### config.mk
export PLATFORM = sky130hd
export DESIGN_NAME = pixel_pattern_gen
export DESIGN_NICKNAME = d
export VERILOG_FILES = /design/src/rtl/vga_pkg.sv /design/src/rtl/btn_debounce.sv /design/src/rtl/pixel_pattern_gen.sv
export SDC_FILE = /design/constraint.sdc
export NUM_CORES = 1
export LEC_CHECK = 0
export BUFFER_PORTS_ARGS = -buffer_cell sky130_fd_sc_hd__buf_4
export CAP_MARGIN = 30
export CORE_MARGIN = 5
export CORE_UTILIZATION = 58
export CTS_CLUSTER_DIAMETER = 50
export CTS_CLUSTER_SIZE = 14
export DETAILED_ROUTE_END_ITERATION = 7
export GPL_ROUTABILITY_DRIVEN = 0
export PLACE_DENSITY = 0.85
export SLEW_MARGIN = 20
export SYNTH_ARGS = -nofsm -noshare
export SYNTH_HDL_FRONTEND = slang
export SYNTH_SLANG_ARGS = --single-unit
### constraint.sdc
create_clock -name clk_25 -period 2.8 [get_ports clk_25]
set_input_delay 0.42 -clock clk_25 [delete_from_list [all_inputs] [get_ports clk_25]]
set_output_delay 0.42 -clock clk_25 [all_outputs]
set_load 0.01 [all_outputs]
### src/rtl/vga_pkg.sv
// Shared types and constants for the pixel pattern generator.
package vga_pkg;

    // Displayed test pattern
    typedef enum logic [1:0] {
        MODE_BARS     = 2'd0,
        MODE_SOLID    = 2'd1,
        MODE_STRIPES  = 2'd2,
        MODE_INV_BARS = 2'd3
    } mode_t;

    // 12-bit colours as {R,G,B} nibbles
    localparam logic [11:0] COL_WHITE = 12'hFFF;
    localparam logic [11:0] COL_RED   = 12'hF00;
    localparam logic [11:0] COL_GREEN = 12'h0F0;
    localparam logic [11:0] COL_BLUE  = 12'h00F;

    // Four equal colour bars across the active width
    function automatic int unsigned bar_width(input int unsigned hvid);
        return hvid / 4;
    endfunction

endpackage

### src/rtl/btn_debounce.sv
// Pushbutton conditioning: 2-flop synchronizer, stability counter and
// rising-edge detector producing a one-cycle press pulse.
module btn_debounce #(
    parameter int unsigned DEBOUNCE_CYC = 250000
) (
    input  logic clk_25,
    input  logic n_rst,
    input  logic btn_raw,
    output logic press_pulse
);

    localparam int unsigned CW = ($clog2(DEBOUNCE_CYC + 1) < 1) ? 1 : $clog2(DEBOUNCE_CYC + 1);

    logic          sync1;
    logic          sync2;
    logic          level;
    logic          level_q;
    logic [CW-1:0] cnt;

    // Bring the raw button into the clk_25 domain
    always_ff @(posedge clk_25 or negedge n_rst) begin
        if (!n_rst) begin
            sync1 <= 1'b0;
            sync2 <= 1'b0;
        end else begin
            sync1 <= btn_raw;
            sync2 <= sync1;
        end
    end

    // Accept a new level only after it has differed for DEBOUNCE_CYC cycles in a row
    always_ff @(posedge clk_25 or negedge n_rst) begin
        if (!n_rst) begin
            level   <= 1'b0;
            level_q <= 1'b0;
            cnt     <= '0;
        end else begin
            level_q <= level;
            if (sync2 != level) begin
                if (cnt == CW'(DEBOUNCE_CYC - 1)) begin
                    level <= sync2;
                    cnt   <= '0;
                end else begin
                    cnt <= cnt + CW'(1);
                end
            end else begin
                cnt <= '0;
            end
        end
    end

    assign press_pulse = level & ~level_q;

endmodule

### src/rtl/pixel_pattern_gen.sv
// Test-pattern pixel generator: colour bars / solid / stripes / inverted bars,
// selected by a debounced button and applied on frame boundaries.
// Optional feature: define AUTO_CYCLE_EN to also advance the mode every
// AUTO_FRAMES frames.
module pixel_pattern_gen
    import vga_pkg::*;
#(
    parameter int unsigned HVID         = 640,
    parameter int unsigned DEBOUNCE_CYC = 250000,
    parameter int unsigned AUTO_FRAMES  = 120
) (
    input  logic       clk_25,
    input  logic       n_rst,
    input  logic       hsync_in,
    input  logic       vsync_in,
    input  logic       video_on,
    input  logic [9:0] horizontal_num,
    input  logic       mode_btn,
    output logic [3:0] red,
    output logic [3:0] green,
    output logic [3:0] blue,
    output logic       hsync_out,
    output logic       vsync_out,
    output logic [1:0] mode,
    output logic [7:0] frame_cnt
);

    localparam int unsigned BAR_W = bar_width(HVID);

    mode_t       mode_q;
    logic        pending;
    logic        press;
    logic        frame_edge;
    logic        auto_hit;
    logic [9:0]  bar_idx;
    logic [11:0] bar_col;
    logic [11:0] pix;

    btn_debounce #(
        .DEBOUNCE_CYC(DEBOUNCE_CYC)
    ) u_btn_debounce (
        .clk_25     (clk_25),
        .n_rst      (n_rst),
        .btn_raw    (mode_btn),
        .press_pulse(press)
    );

    // vsync_out doubles as the registered vsync used for edge detection
    assign frame_edge = vsync_in & ~vsync_out;
    assign mode       = mode_q;

`ifdef AUTO_CYCLE_EN
    localparam int unsigned AW = ($clog2(AUTO_FRAMES) < 1) ? 1 : $clog2(AUTO_FRAMES);

    logic [AW-1:0] auto_cnt;

    assign auto_hit = frame_edge && (auto_cnt == AW'(AUTO_FRAMES - 1));

    // Count frames between automatic mode advances
    always_ff @(posedge clk_25 or negedge n_rst) begin
        if (!n_rst) begin
            auto_cnt <= '0;
        end else if (frame_edge) begin
            auto_cnt <= auto_hit ? '0 : auto_cnt + AW'(1);
        end
    end
`else
    // Auto-advance compiled out; AUTO_FRAMES is kept only so the parameter list
    // is identical in both builds.
    assign auto_hit = (AUTO_FRAMES == 0) && 1'b0;
`endif

    // Pattern colour for the current input pixel
    always_comb begin
        bar_idx = 10'(32'(horizontal_num) / BAR_W);
        case (bar_idx)
            10'd0:   bar_col = COL_WHITE;
            10'd1:   bar_col = COL_RED;
            10'd2:   bar_col = COL_GREEN;
            default: bar_col = COL_BLUE;
        endcase
        pix = '0;
        if (video_on && (32'(horizontal_num) < HVID)) begin
            case (mode_q)
                MODE_BARS:     pix = bar_col;
                MODE_SOLID:    pix = COL_WHITE;
                MODE_STRIPES:  pix = horizontal_num[3] ? COL_WHITE : '0;
                MODE_INV_BARS: pix = ~bar_col;
            endcase
        end
    end

    // Register pixel colour and syncs together for a uniform one-cycle latency
    always_ff @(posedge clk_25 or negedge n_rst) begin
        if (!n_rst) begin
            red       <= '0;
            green     <= '0;
            blue      <= '0;
            hsync_out <= 1'b0;
            vsync_out <= 1'b0;
        end else begin
            {red, green, blue} <= pix;
            hsync_out          <= hsync_in;
            vsync_out          <= vsync_in;
        end
    end

    // Mode/pending/frame counter; a press on a frame edge is held for the next edge
    always_ff @(posedge clk_25 or negedge n_rst) begin
        if (!n_rst) begin
            mode_q    <= MODE_BARS;
            pending   <= 1'b0;
            frame_cnt <= '0;
        end else if (frame_edge) begin
            frame_cnt <= frame_cnt + 8'd1;
            if (pending || auto_hit) begin
                mode_q <= mode_t'(mode_q + 2'd1);
            end
            pending <= press;
        end else if (press) begin
            pending <= 1'b1;
        end
    end

endmodule

==> impl_metrics.yaml, run 1 <==
synth:
  netlist_instances: 185
  syn_area_mm2: 0.00191
  synth_area_leaders: "dfrtp_1 50%, xnor2_1 8.7%, ha_1 4.6%, nor2_1 4.1%, buf_4 3.5%"
  synth_nets: 208
  syn_area_per_cell_um2: 10.3
  synth_cell_types: 35
  ys_seq_area_share_pct: 49.7
  synth_seq_cells: 38
  netlist.top_cell.by_area: "dfrtp_1"
  yosys_warnings: 0
  synth_top_cell_area_share_pct: 49.7
sta:
  rsz0062_at_grt: "false"
  tns_ns: 0
  slew_violations: 0
  fin_crit_ns: 1.97
  max_freq_mhz: 506
  min_period_over_period_pct: 70.5
  whs_ns: 0.00401
  worst_slew_pin_slew_ns: 0.481
  finalSetupViolations: 0
  skew_ns: 0.0149
  finalHoldViolCount: 0
  worst_slack_ns: 0.826
  maxSlewHeadroom_pct: 67.8
pwr:
  pwr-share-seq_pct: 48.5
  finalPower_mw: 1.43
  ir_worst_vdd_mv: 0.543
  intPower_mw: 0.998
  p_leak_nw: 1.01
  clock_power_share_pct: 26.3
  combPwrFrac_pct: 25.2
  power.density_mw_per_mm2: 639
  p_sw_mw: 0.432
  p_sw_share_pct: 30.2
cells_and_area:
  post-route-util_pct: 72.1
  final_cells: 262
  area_delta_synth_final_pct: 17.0
  n_antenna_cell: 0
  design_area_mm2: 0.00224
  final_nets: 240
  drive_above_1_share_pct: 23.9
floorplan:
  die_w_um: 67.4
  core_area_mm2: 0.00310
  die-area_mm2: 0.00455
  start_util_pct: 61.7
  rows: 20
  die_h_um: 67.4
  ios: 40
setup_path:
  cp_max_fo: 12
  crit_chain: "nor4_1 -> nand2_1 -> o41ai_4 -> buf_4 -> nor2_1"
  cp_num_buf_inv: 1
  startpoint_type: "flip-flop"
  crit_required_ns: 3.05
  crit_family: "simple AND/OR/NAND/NOR gates"
  reg2reg_slack_ns: 0.83
  endpoint_kind: "flip-flop"
  worstSetupPathType: "reg -> reg"
  slowest_delay_ns: 0.57
  crit_path_top_delay_cell: "o41ai_4"
  cp.arrival_ns: 2.22
cts:
  cts.sinks: 38
  clk_latency_ns: 0.35
  cts_resized: 0
  cts.clk_slew.worst_paths_ns: 0.13
  h-tree-depth: 2
  cts_setup_buffers: 0
  cts_tree: "built"
  clockBufferDepth: 2
  cts.hold.buffers_added: 0
  cts_root_buffer: "clkbuf_4"
  cts_buffers: 5
placed_design:
  dpl_cell_area_mm2: 0.00216
  pre_cts_slack_ns: 0.904
  dpl.hpwl_mm: 2.63
  post-place-cells: 254
  port_buffers: 35
global_route:
  first_global_vias: 1403
  grt_max_degree: 39
  grt_pass1_wl_mm: 6.25
  grt.total_usage_pct: 18.5
  antenna_found_initial: 0
  grt_overflow_total: 0
routing:
  drtIter0Drc: 69
  firstDrtPassIters: 4
  num_vias: 1377
  ant_nets: 0
  wl_per_cell_um: 13.2
  drt_wl_total_mm: 3.46
  remaining_drc_errors: 0
  vias_per_cell: 5.26
run_status:
  status: "finished, final reports clean"
job:
  cap_violations: 0
worst_hold_path:
  hold_path_class: "in -> async"
## sequential cells by signal, indices dropped and copies added, names as in the netlist
| register | flops |
|---|---|
| u_btn_debounce.cnt | 18 |
| frame_cnt | 8 |
| mode | 2 |
| blue | 1 |
| green | 1 |
| hsync_out | 1 |
| pending | 1 |
| red | 1 |
| u_btn_debounce.level | 1 |
| u_btn_debounce.level_q | 1 |
| u_btn_debounce.sync1 | 1 |
| u_btn_debounce.sync2 | 1 |
| vsync_out | 1 |
## layer usage
layer	track usage, %	vias to the layer above	part of all wire, %
met5	0	-	0
met4	7.34	0	1.5
met3	5.32	6	4.4
met2	30.8	20	51
met1	22.7	662	43
li1	-	689	-
## layout by cell type, fill, tap and decap left out, types with 2 or more instances in the layout
cell type / instances
nor2_1: 21
nand4_1: 4
mux2_2: 3
clkbuf_4: 5
nand2_1: 15
a221oi_1: 2
dfrtp_1: 38
buf_4: 36
inv_1: 11
or2_2: 3
a21oi_1: 3
nand3_1: 8
nor4_1: 6
xor2_1: 5
nor3_1: 5
o31ai_1: 2
o21ai_0: 4
xnor2_1: 19
clkinvlp_4: 2
a211oi_1: 2
nor2b_1: 2
and3_1: 2
ha_1: 7
## power by group through the flow
stage / Combinational (mW) / Sequential (mW) / Clock [mW]
after floorplan: 0.184 / 0.721 / 0
after global placement: 0.359 / 0.696 / 0
after detailed placement: 0.370 / 0.702 / 0
after CTS: 0.369 / 0.694 / 0.382
after global routing: 0.401 / 0.709 / 0.414
final: 0.361 / 0.693 / 0.376
## synthesized netlist by cell type, drive strengths merged
cell	number
nor4	6
mux2	3
or3	1
and3	2
buf	10
nand4	5
o22ai	1
xor2	5
dfrtp	38
a31oi	1
o41ai	1
nor3	5
nand2	15
o21ai	4
o21bai	1
a211oi	2
a21oi	3
o31ai	2
nand3	8
nor2	21
o21a	1
xnor2	19
ha	7
or4	1
nand3b	1
nor4bb	1
clkbuf	1
a221oi	2
nor2b	2
and4	1
a41o	1
inv	11
or2	3
## logic make-up after synthesis
family | synth area share, %
muxes | 1.77
xor gates and xnor gates | 11.0
adders and majority gates | 4.58
DFF | 49.7
and+or+nand+nor | 18.8
AOI/OAI and AO/OA | 7.72
buffers and inverters | 6.47
## area by class of cell
class,count,area [um2]
clock buffer,5,37.5
clock inverter,3,45.0
fill,237,865
inverter,11,41.3
multi-input combinational,125,838
sequential,38,951
tap,44,55.1
timing repair buffer,36,270
## worst paths after layout
kind | from | endpoint | depth (start not counted)
max | u_btn_debounce.cnt[10] | u_btn_debounce.cnt[2] | 5
min | n_rst | u_btn_debounce.cnt[17] | 1
max reg2reg | u_btn_debounce.cnt[10] | u_btn_debounce.cnt[2] | 5
min reg2reg | u_btn_debounce.sync1 | u_btn_debounce.sync2 | 0
max in group asynchronous | n_rst | u_btn_debounce.cnt[12] | 1
min in group clk_25 | mode_btn | u_btn_debounce.sync1 | 1
Power figures use the tool's default switching activity.
==> inputs of run 2 (changes only) <==
Settings changed: CORE_UTILIZATION 58 to 54, PLACE_DENSITY 0.85 to 0.8.
Clock period 2.8 ns to 1.9 ns, I/O delays scaled along.
==> impl_metrics.yaml, run 2 (synthesis gave the netlist of run 1 again) <==
run_status:
  status: "finished, final reports clean"
sta:
  fin_crit_ns: 1.74
  rsz0062_at_grt: "false"
  finalHoldViolCount: 0
  tns_ns: 0
  maxSlewHeadroom_pct: 69.6
  max_freq_mhz: 575
  worst_slew_pin_slew_ns: 0.456
  min_period_over_period_pct: 91.6
  worst_slack_ns: 0.160
  finalSetupViolations: 0
  skew_ns: 0.00855
  slew_violations: 0
setup_path:
  cp.arrival_ns: 2.01
  crit_family: "simple AND/OR/NAND/NOR gates"
  endpoint_kind: "flip-flop"
  crit_chain: "nand4_2 -> or2_2 -> or4_1 -> a21oi_1"
  crit_required_ns: 2.17
  cp_max_fo: 6
  worstSetupPathType: "reg -> reg"
  slowest_delay_ns: 0.48
  startpoint_type: "flip-flop"
  crit_path_top_delay_cell: "dfrtp_1"
  critical_path_cell_count: 4
  cp_num_buf_inv: 0
  r2r_cells: 4
cells_and_area:
  final_common_cell: "buf_4"
  final_nets: 245
  largest-register: "u_btn_debounce.cnt"
  largest_reg_flops: 18
  drive_above_1_share_pct: 25.1
  n_antenna_cell: 0
  most-common-layout-cells: "40 x buf_4, 38 x dfrtp_1, 21 x nor2_1"
  area_delta_synth_final_pct: 20.7
  design_area_mm2: 0.00231
routing:
  routedLengthMet1_mm: 1.51
  vias_per_cell: 5.32
  drt_wl_total_mm: 3.46
  wl_per_cell_um: 12.9
  top_layer: "met4"
  ant_nets: 0
  wl_met2_mm: 1.61
  firstDrtPassIters: 4
  drtIter0Drc: 55
  remaining_drc_errors: 0
  num_vias: 1432
  wl_met3_um: 241
placed_design:
  port_buffers: 35
  dpl.hpwl_mm: 2.62
  pre_cts_slack_ns: 0.156
  dpl_cell_area_mm2: 0.00219
cts:
  clk_latency_ns: 0.35
  h-tree-depth: 2
  cts.sinks: 38
  cts_setup_buffers: 0
  cts_root_buffer: "clkbuf_4"
  cts_resized: 0
  cts.clk_slew.worst_paths_ns: 0.11
  cts_buffers: 5
  clockBufferDepth: 2
  cts_tree: "built"
worst_hold_path:
  hold_path_class: "in -> reg"
  min_path_cells: 1
global_route:
  grt_max_degree: 39
  grt.total_usage_pct: 16.0
  grt_overflow_total: 0
  grt_pass1_wl_mm: 6.17
  first_global_vias: 1426
  antenna_found_initial: 0
floorplan:
  die_h_um: 69.5
  start_util_pct: 56.4
  die_w_um: 69.5
  die-area_mm2: 0.00483
  core_area_mm2: 0.00339
  ios: 40
  rows: 21
pwr:
  ir_worst_vdd_mv: 0.869
  p_leak_nw: 1.06
  power.density_mw_per_mm2: 981
job:
  cap_violations: 0
## run 2: cell types whose count changed in the layout (fill, tap and decap cells not counted), sizes merged
cell         delta
clkbuf          +1
buf             +4
clkinvlp        -2
bufinv          +1
dlygate4sd3     +1
## run 2: report_power, final
| group | internal, mW | switching [mW] | total [mW] |
|---|---|---|---|
| registers | 0.907 | 0.114 | 1.02 |
| logic | 0.291 | 0.244 | 0.535 |
| clock network | 0.446 | 0.264 | 0.709 |
| total | 1.64 | 0.621 | 2.27 |
## run 2: area by class of cell
class | instances | area (um2)
clock inverters | 2 | 60.1
clock buffers | 6 | 51.3
flip-flops and latches | 38 | 951
multi-input cells | 125 | 838
repair buffers | 41 | 310
inverters | 11 | 41.3
well taps | 46 | 57.6
fillers | 264 | 1080
## run 2: final timing paths
kind | from | to | slack (ns)
setup / recovery | u_btn_debounce.cnt[8] | u_btn_debounce.cnt[17] | 0.16
hold / removal | hsync_in | hsync_out | 0.04
setup reg to reg | u_btn_debounce.cnt[8] | u_btn_debounce.cnt[17] | 0.16
hold reg to reg | u_btn_debounce.sync1 | u_btn_debounce.sync2 | 0.36
max in group asynchronous | n_rst | u_btn_debounce.cnt[8] | 1.14
min in group asynchronous | n_rst | u_btn_debounce.cnt[7] | 0.44
## run 2: stage by stage
stage | power [mW] | utilization [%] | instances | hold slack (ns)
after floorplan | 1.33 | - | 185 | -0.0106
after global placement | 1.56 | 64.6 | 260 | 0.272
after detailed placement | 1.58 | 64.6 | 260 | 0.270
after CTS | 2.29 | 68.1 | 269 | 0.0214
after global routing | 2.39 | 68.1 | 269 | 0.0178
final | 2.27 | 68.1 | 269 | 0.0410
## run 2: per-layer routing
layer | vias to the layer above | GRT usage (%)
met4 | 0 | 9.76
met3 | 9 | 6.52
met1 | 671 | 19.5
met5 | - | 0
met2 | 46 | 23.5
li1 | 706 | -
## run 2: timing repair
item                                    4_1_cts  5_1_grt
hold buffers                                  1        0
endpoints found under the setup margin        0        5
hold endpoints to repair                     38        0
